`src/rtl/gpu_pkg.sv`:
```
// Shared minigpu definitions: control-unit state codes, opcodes and ALU function codes.
// Imported by the decoder and by anything that sequences or consumes its outputs.
package gpu_pkg;

  typedef enum logic [3:0] {
    CU_IDLE    = 4'd0,
    CU_FETCH   = 4'd1,
    CU_DECODE  = 4'd2,
    CU_REQUEST = 4'd3,
    CU_WAIT    = 4'd4,
    CU_EXECUTE = 4'd5,
    CU_UPDATE  = 4'd6,
    CU_DONE    = 4'd7
  } cu_state_e;

  localparam logic [3:0] OP_NOP   = 4'h0;
  localparam logic [3:0] OP_ADD   = 4'h1;
  localparam logic [3:0] OP_SUB   = 4'h2;
  localparam logic [3:0] OP_MUL   = 4'h3;
  localparam logic [3:0] OP_DIV   = 4'h4;
  localparam logic [3:0] OP_AND   = 4'h5;
  localparam logic [3:0] OP_OR    = 4'h6;
  localparam logic [3:0] OP_XOR   = 4'h7;
  localparam logic [3:0] OP_ADDI  = 4'h8;
  localparam logic [3:0] OP_BEQ   = 4'h9;
  localparam logic [3:0] OP_BNE   = 4'hA;
  localparam logic [3:0] OP_BLT   = 4'hB;
  localparam logic [3:0] OP_CONST = 4'hC;
  localparam logic [3:0] OP_LDR   = 4'hD;
  localparam logic [3:0] OP_STR   = 4'hE;
  localparam logic [3:0] OP_RET   = 4'hF;

  localparam logic [3:0] ALU_ADD  = 4'd0;
  localparam logic [3:0] ALU_SUB  = 4'd1;
  localparam logic [3:0] ALU_MUL  = 4'd2;
  localparam logic [3:0] ALU_DIV  = 4'd3;
  localparam logic [3:0] ALU_AND  = 4'd4;
  localparam logic [3:0] ALU_OR   = 4'd5;
  localparam logic [3:0] ALU_XOR  = 4'd6;
  localparam logic [3:0] ALU_ADDI = 4'd7;
  localparam logic [3:0] ALU_BEQ  = 4'd8;
  localparam logic [3:0] ALU_BNE  = 4'd9;
  localparam logic [3:0] ALU_BLT  = 4'd10;

  typedef struct packed {
    logic [3:0] rd;
    logic [3:0] rs1;
    logic [3:0] rs2;
    logic [3:0] rimm;
    logic [7:0] imm;
    logic [3:0] alu_func;
    logic       is_alu;
    logic       is_branch;
    logic       is_const;
    logic       is_load;
    logic       is_store;
    logic       is_nop;
    logic       is_jr;
  } dec_t;

endpackage

```
`src/rtl/gpu_decoder.sv`:
```
// Instruction decoder for one minigpu core: latches fields and class flags on DECODE.
// Outputs hold for the rest of the instruction's lifetime until the next DECODE edge.
module gpu_decoder
  import gpu_pkg::*;
#(
  parameter int PC_ADDR_WIDTH  = 8,
  parameter int INST_MSG_WIDTH = 16
) (
  input  logic                      clk,
  input  logic                      reset,
  input  logic [3:0]                cu_state,
  input  logic [INST_MSG_WIDTH-1:0] instr,
  output logic [3:0]                rd,
  output logic [3:0]                rs1,
  output logic [3:0]                rs2,
  output logic [3:0]                rimm,
  output logic [7:0]                imm,
  output logic [3:0]                alu_func,
  output logic                      is_alu,
  output logic                      is_branch,
  output logic                      is_const,
  output logic                      is_load,
  output logic                      is_store,
  output logic                      is_nop,
  output logic                      is_jr
);

  // The field layout below is hard-wired to a 16-bit encoding.
  if (INST_MSG_WIDTH != 16 || PC_ADDR_WIDTH < 1) begin : g_bad_param
    $error("gpu_decoder: only 16-bit instructions and a non-zero PC width are supported");
  end

  logic [3:0] opcode;
  dec_t       dec_next;
  dec_t       dec_q;

  assign opcode = instr[15:12];

  always_comb begin
    dec_next           = '0;
    dec_next.rd        = instr[11:8];
    dec_next.rs1       = instr[7:4];
    dec_next.rs2       = instr[3:0];
    dec_next.rimm      = instr[3:0];
    dec_next.imm       = instr[7:0];
    dec_next.alu_func  = ALU_ADD;

    unique case (opcode)
      OP_NOP: dec_next.is_nop = 1'b1;
      OP_ADD, OP_SUB, OP_MUL, OP_DIV, OP_AND, OP_OR, OP_XOR, OP_ADDI: begin
        dec_next.is_alu   = 1'b1;
        dec_next.alu_func = opcode - 4'd1;
      end
      OP_BEQ, OP_BNE, OP_BLT: begin
        // Branches compare two registers, so the sources move up one nibble.
        dec_next.is_alu    = 1'b1;
        dec_next.is_branch = 1'b1;
        dec_next.alu_func  = opcode - 4'd1;
        dec_next.rd        = 4'd0;
        dec_next.rs1       = instr[11:8];
        dec_next.rs2       = instr[7:4];
      end
      OP_CONST: dec_next.is_const = 1'b1;
      OP_LDR:   dec_next.is_load  = 1'b1;
      OP_STR: begin
        dec_next.is_store = 1'b1;
        dec_next.rd       = 4'd0;
      end
      OP_RET:   dec_next.is_jr    = 1'b1;
      default:  dec_next.is_nop   = 1'b1;
    endcase
  end

  always_ff @(posedge clk or negedge reset) begin
    if (!reset) begin
      dec_q <= '0;
    end else if (cu_state == CU_DECODE) begin
      dec_q <= dec_next;
    end
  end

  assign rd        = dec_q.rd;
  assign rs1       = dec_q.rs1;
  assign rs2       = dec_q.rs2;
  assign rimm      = dec_q.rimm;
  assign imm       = dec_q.imm;
  assign alu_func  = dec_q.alu_func;
  assign is_alu    = dec_q.is_alu;
  assign is_branch = dec_q.is_branch;
  assign is_const  = dec_q.is_const;
  assign is_load   = dec_q.is_load;
  assign is_store  = dec_q.is_store;
  assign is_nop    = dec_q.is_nop;
  assign is_jr     = dec_q.is_jr;

endmodule

```
`config.mk`:
```
export PLATFORM = sky130hd
export DESIGN_NAME = gpu_decoder
export DESIGN_NICKNAME = d
export VERILOG_FILES = /design/src/rtl/gpu_pkg.sv /design/src/rtl/gpu_decoder.sv
export SDC_FILE = /design/constraint.sdc
export NUM_CORES = 1
export LEC_CHECK = 0
export ABC_AREA = 1
export CAP_MARGIN = 20
export CELL_PAD_IN_SITES_DETAIL_PLACEMENT = 1
export CELL_PAD_IN_SITES_GLOBAL_PLACEMENT = 1
export CORE_MARGIN = 1
export CORE_UTILIZATION = 28
export CTS_CLUSTER_DIAMETER = 80
export DETAILED_ROUTE_END_ITERATION = 6
export PLACE_DENSITY_LB_ADDON = 0.1
export SYNTH_ARGS = -nofsm -noshare
export SYNTH_HDL_FRONTEND = slang
export SYNTH_SLANG_ARGS = --single-unit
```
`constraint.sdc`:
```
create_clock -name clk -period 0.8 [get_ports clk]
set_input_delay 0.2 -clock clk [delete_from_list [all_inputs] [get_ports clk]]
set_output_delay 0.2 -clock clk [all_outputs]
set_load 0.05 [all_outputs]
```
==> results.tsv, run 1 <==
stage	metric	value	unit
logic_synthesis	Seq/Total Area, Yosys	50.5	%
setup_path	slowest CP cell	dfrtp_2	
power	clock power share	18.9	%
logic_synthesis	yosys warns	0	
layout	Non-Filler Instances	347	
routing	vias	1639	
place	IO buf count	56	
layout	Syn-to-layout area delta	116	%
floorplan	FP Rows	26	
timing	RSZ-0062 raised after global routing	yes	
setup_path	WP data required	0.60	ns
setup_path	critical path type	reg -> out	
hold_path	worst hold path type	in -> async	
logic_synthesis	Cell Area, Synth	1540	um2
setup_path	Arr. time, crit path	0.91	ns
cts	H-tree level count	2	
cts	cts hold-fix bufs	0	
layout	share of cells above drive strength 1	59.2	%
logic_synthesis	syn avg cell area	8.12	um2
setup_path	CP Launch Type	flip-flop	
floorplan	die area	5780	um2
power	switching power	2750	uW
routing	ANT nets after route	0	
routing	DRC Markers	0	
layout	Fillers	539	
power	Pleak	0.00149	uW
logic_synthesis	Syn Nets	216	
place	RD Place Congestion	0.783	
routing	initial DRC count	82	
flow_run	Max-Cap Viols	0	
floorplan	Core Area	5200	um2
power	Internal	4230	uW
power	maximum VDD drop	1140	uV
setup_path	CP endpoint kind	output pin	
power	Seq pwr share	31.9	%
timing	fin crit period	1.11	ns
layout	number of nets in the layout	303	
cts	root buf cell	clkbuf_8	
global_route	initial antenna violation count	0	
setup_path	crit-path cells	buf_12	
status	status	finished with violations	
place	Detailed Place HPWL	3430	um
power	Comb pwr share	49.1	%
layout	Multi-input gate area	942	um2
logic_synthesis	post-synthesis register bit count	31	
timing	Slew headroom	84.0	%
setup_path	critical path's top delay family	flip-flops	
routing	DR pass1 iterations	4	
power	Power Dens Cells	2100	nW/um2
floorplan	Die Ht	76.0	um
floorplan	die width	76.0	um
timing	Final TNS setup	-13.96	ns
status	violated checks	setup timing	
layout	FF/Latch Area	810	um2
floorplan	Ports	57	
power	Switching Share	39.4	%
cts	CTS Buf Count	5	
cts	Clock transition at path regs	0.07	ns
setup_path	peak fanout along the critical path	3	
cts	Clock Latency Late Sink	0.29	ns
routing	vias per cell	4.72	
place	pre-CTS setup slack	-0.988	ns
cts	total clock sinks	31	
cts	CTS tree	built	
global_route	largest net degree at the start of global routing	32	
layout	Design Area, Final	3320	um2
timing	Final Max Tran Viols	0	
timing	setup violators final	57	
timing	Worst Max-Slew Pin Slew	0.240	ns
layout	most common cell after layout, fill and taps aside	nand2_1	
global_route	GRT overflow	0	
floorplan	Initial Utilization	29.5	%
logic_synthesis	Cells after Synth	189	
global_route	vias in the first global route	1697	
place	placed cell count	324	
routing	Avg WL per Cell	17.6	um
timing	Final Hold Fails	0	
timing	Max Clock Freq	0.900	GHz
timing	final worst-path cycle share	139	%
routing	drt total wl	6120	um
place	dpl cell area	2720	um2
setup_path	Buffers & Inverters on Critical Path	1	
logic_synthesis	synth unique cells	21	
layout	n_diodes	0	
timing	final setup margin	-0.311	ns
layout	most frequent cells in the layout	nand2_1, buf_12, dfrtp_2	
global_route	first-pass GRT wire length	8380	um
global_route	GRT Total Usage	18.7	%
cts	CTS Buffer Depth	2	
setup_path	max incr delay on CP	0.45	ns
timing	skew final	0	ns
## cell type report
cell class | instances | area share [%]
multi-input cells | 133 | 28.4
clock buffers | 7 | 2.60
inverters | 16 | 2.07
well taps | 70 | 2.64
flip-flops and latches | 31 | 24.4
clock inverters | 1 | 0.151
repair buffers | 89 | 39.7
## Yosys cell counts, drive strengths merged
cell,count,area (um2)
buf,9,60.1
clkbuf,1,3.75
dfrtp,31,776
ha,5,62.6
inv,16,60.1
nand2,79,319
nand3,19,95.1
nand3b,5,37.5
nor2,12,55.1
o21ai,10,50.0
o31ai,1,7.51
xor2,1,8.76
## stage by stage
step                      power, uW  utilization [%]  hold WS, ns
final                          6970             63.7        0.273
after CTS                      6850             59.3        0.279
after global placement         5340             52.3        0.513
after floorplan                3670                -      -0.0956
after detailed placement       5390             52.3        0.514
after global routing           7220             63.7        0.275
## logic make-up after synthesis
logic type,share of synthesized area [%]
buffers and inverters,8.07
DFF,50.5
and+or+nand+nor,33.0
adders and majority gates,4.07
AOI/OAI and AO/OA,3.75
xor gates and xnor gates,0.571
## flip-flops by register name (all words and copies together) (netlist names)
signal / flops
is_store: 1
is_nop: 1
is_jr: 1
is_load: 1
rd: 4
is_branch: 1
is_alu: 1
is_const: 1
rimm: 3
rs2: 4
alu_func: 4
imm: 5
rs1: 4
## layer usage
| metal | vias to the layer above | wire length (um) | global-route usage, % |
|---|---|---|---|
| met5 | - | 0 | 0 |
| met4 | 0 | 111 | 5.19 |
| met3 | 11 | 170 | 3.95 |
| met2 | 41 | 3550 | 35.3 |
| met1 | 831 | 2280 | 21.0 |
| li1 | 756 | - | - |
## path summary, 6_finish.rpt
| path | from | endpoint | slack, ns | cells past startpoint |
|---|---|---|---|---|
| max in group asynchronous | reset | is_alu$_DFFE_PN0N_ | 0.32 | 2 |
| setup / recovery | imm[3]$_DFFE_PN0N_ | rimm[3] | -0.31 | 1 |
| hold / removal | reset | rimm[0]$_DFFE_PN0N_ | 0.27 | 2 |
| hold reg to reg | alu_func[0]$_DFFE_PN0N_ | alu_func[0]$_DFFE_PN0N_ | 0.53 | 2 |
| setup reg to reg | rd[2]$_DFFE_PN0N_ | rd[2]$_DFFE_PN0N_ | 0 | 3 |
| min in group clk | instr[15] | alu_func[3]$_DFFE_PN0N_ | 0.37 | 5 |
## power groups by stage
stage	logic, uW	clock network (uW)	registers [uW]
final	3430	1320	2230
after global routing	3560	1410	2260
after CTS	3270	1350	2230
after detailed placement	3130	0	2260
after global placement	3090	0	2240
after floorplan	639	0	3030
## timing repair
action | 4_1_cts | 5_1_grt
pin swaps | 23 | 28
gates resized for setup | 73 | 41
setup buffers | 3 | 9
setup endpoints to repair | 66 | 57
cloned | 4 | 0
Power figures use the tool's default switching activity.
==> run 2: changes to the inputs <==
GPL_TIMING_DRIVEN = 0   (was unset)
==> run 2 against run 1 <==
The run ends with hold timing, setup timing left. Non-clock buffer count up 2. Global-route usage up 1.2 points. Total power down 8.8%. Wire length down 9.3%. Worst setup slack worse by 0.067 ns. Combinational power down 14%. First-iteration DRC count down 51%. Final area down 6.6%. Count of clock-buffer cells in the layout unchanged. Worst hold slack worse by 0.31 ns.
==> results.tsv, run 2 (synthesis results as in run 1) <==
stage	metric	value	unit
global_route	first-pass GRT wire length	8910	um
timing	Final Max Tran Viols	0	
cts	CTS Buffer Depth	2	
power	Tot Pwr	6360	uW
cts	H-tree level count	2	
timing	fin crit period	1.18	ns
layout	Non-Filler Instances	349	
routing	DR pass1 iterations	4	
layout	most frequent cells in the layout	nand2_1, buf_6, dfrtp_2	
routing	Avg WL per Cell	15.9	um
cts	root buf cell	clkbuf_8	
place	IO buf count	56	
power	maximum VDD drop	997	uV
layout	Design Area, Final	3100	um2
timing	Slew headroom	51.6	%
floorplan	FP Rows	26	
layout	max reg flops	5	
cts	CTS tree	built	
cts	total clock sinks	31	
routing	DRC Markers	0	
routing	initial DRC count	40	
layout	share of cells above drive strength 1	62.4	%
cts	Clock transition at path regs	0.07	ns
timing	hold slack	-0.0366	ns
cts	CTS Buf Count	5	
global_route	GRT overflow	0	
setup_path	peak fanout along the critical path	3	
global_route	vias in the first global route	1764	
place	Detailed Place HPWL	3170	um
setup_path	CP Launch Type	flip-flop	
routing	vias per cell	4.62	
setup_path	Arr. time, crit path	0.98	ns
floorplan	Die Ht	76.0	um
flow_run	Max-Cap Viols	0	
floorplan	die area	5780	um2
timing	final worst-path cycle share	147	%
setup_path	CP endpoint kind	output pin	
routing	ANT nets after route	0	
layout	number of nets in the layout	305	
timing	RSZ-0062 raised after global routing	yes	
power	Pleak	0.00145	uW
power	Power Dens Cells	2050	nW/um2
timing	Final Hold Fails	31	
timing	skew final	0	ns
place	placed cell count	315	
layout	most common cell after layout, fill and taps aside	nand2_1	
global_route	GRT Total Usage	19.9	%
global_route	largest net degree at the start of global routing	32	
floorplan	Core Area	5200	um2
floorplan	Ports	57	
global_route	initial antenna violation count	0	
routing	drt total wl	5550	um
timing	Final TNS setup	-13.04	ns
floorplan	Initial Utilization	29.5	%
hold_path	worst hold path type	in -> async	
place	RD Place Congestion	0.736	
setup_path	critical path type	reg -> out	
status	status	finished with violations	
layout	n_diodes	0	
timing	setup violators final	59	
timing	final setup margin	-0.378	ns
routing	vias	1613	
floorplan	die width	76.0	um
layout	Syn-to-layout area delta	102	%
setup_path	WP data required	0.60	ns
timing	Worst Max-Slew Pin Slew	0.725	ns
status	violated checks	hold timing, setup timing	
cts	Clock Latency Late Sink	0.28	ns
timing	Max Clock Freq	0.849	GHz
place	dpl cell area	2300	um2
==> run 2: per-layer routing <==
layer / vias up / global-route usage (%) / wire length (um)
li1: 768 / - / -
met1: 804 / 23.2 / 2190
met2: 36 / 36.6 / 3090
met3: 5 / 3.47 / 208
met4: 0 / 6.92 / 61
met5: - / 0 / 0
==> run 2: worst paths after layout <==
| check | start | slack, ns | to | cells after the start |
|---|---|---|---|---|
| setup / recovery | imm[3]$_DFFE_PN0N_ | -0.38 | rimm[3] | 2 |
| hold / removal | reset | -0.04 | rimm[0]$_DFFE_PN0N_ | 1 |
| setup reg to reg | rs1[1]$_DFFE_PN0N_ | -0.08 | rs1[1]$_DFFE_PN0N_ | 4 |
| hold reg to reg | rs2[1]$_DFFE_PN0N_ | 0.50 | rs2[1]$_DFFE_PN0N_ | 2 |
| max in group asynchronous | reset | 0.31 | rd[2]$_DFFE_PN0N_ | 1 |
| min in group clk | instr[15] | 0.28 | is_jr$_DFFE_PN0N_ | 3 |
==> run 2: metrics by stage <==
step                      utilization [%]  hold slack (ns)  setup slack, ns
after global placement               44.3            0.469            -1.28
final                                59.5          -0.0366           -0.378
after global routing                 59.5           0.0203           -0.397
after floorplan                         -          -0.0956           -0.351
after detailed placement             44.2            0.303            -1.17
after CTS                            54.8         -0.00730           -0.386
==> run 2: what timing repair did <==
action | 4_1_cts | 5_1_grt
endpoints found under the setup margin | 66 | 63
resized for setup | 326 | 51
gates cloned | 6 | 1
endpoints found under the hold margin | 18 | 0
setup buffers | 14 | 8
pin swaps | 22 | 26
==> run 2: layout make-up <==
| cell class | instances | area [um2] |
|---|---|---|
| multi-input cells | 133 | 966 |
| well taps | 70 | 87.6 |
| flip-flops and latches | 31 | 810 |
| inverters | 16 | 66.3 |
| clock buffers | 7 | 86.3 |
| plain buffers | 10 | 161 |
| fillers | 577 | 2110 |
| repair buffers | 81 | 916 |
| clock inverters | 1 | 5.00 |
==> run 2: power breakdown <==
| part | switching (uW) | internal, uW | leakage [uW] |
|---|---|---|---|
| clock network | 600 | 694 | 0.0000482 |
| logic | 1770 | 1180 | 0.00104 |
| registers | 233 | 1880 | 0.000362 |
| total | 2600 | 3750 | 0.00145 |
==> run 2: worst max-delay path: stages (launching register included) <==
cell	delay, ns
dfrtp_2	0.43
buf_8	0.12
buf_8	0.14
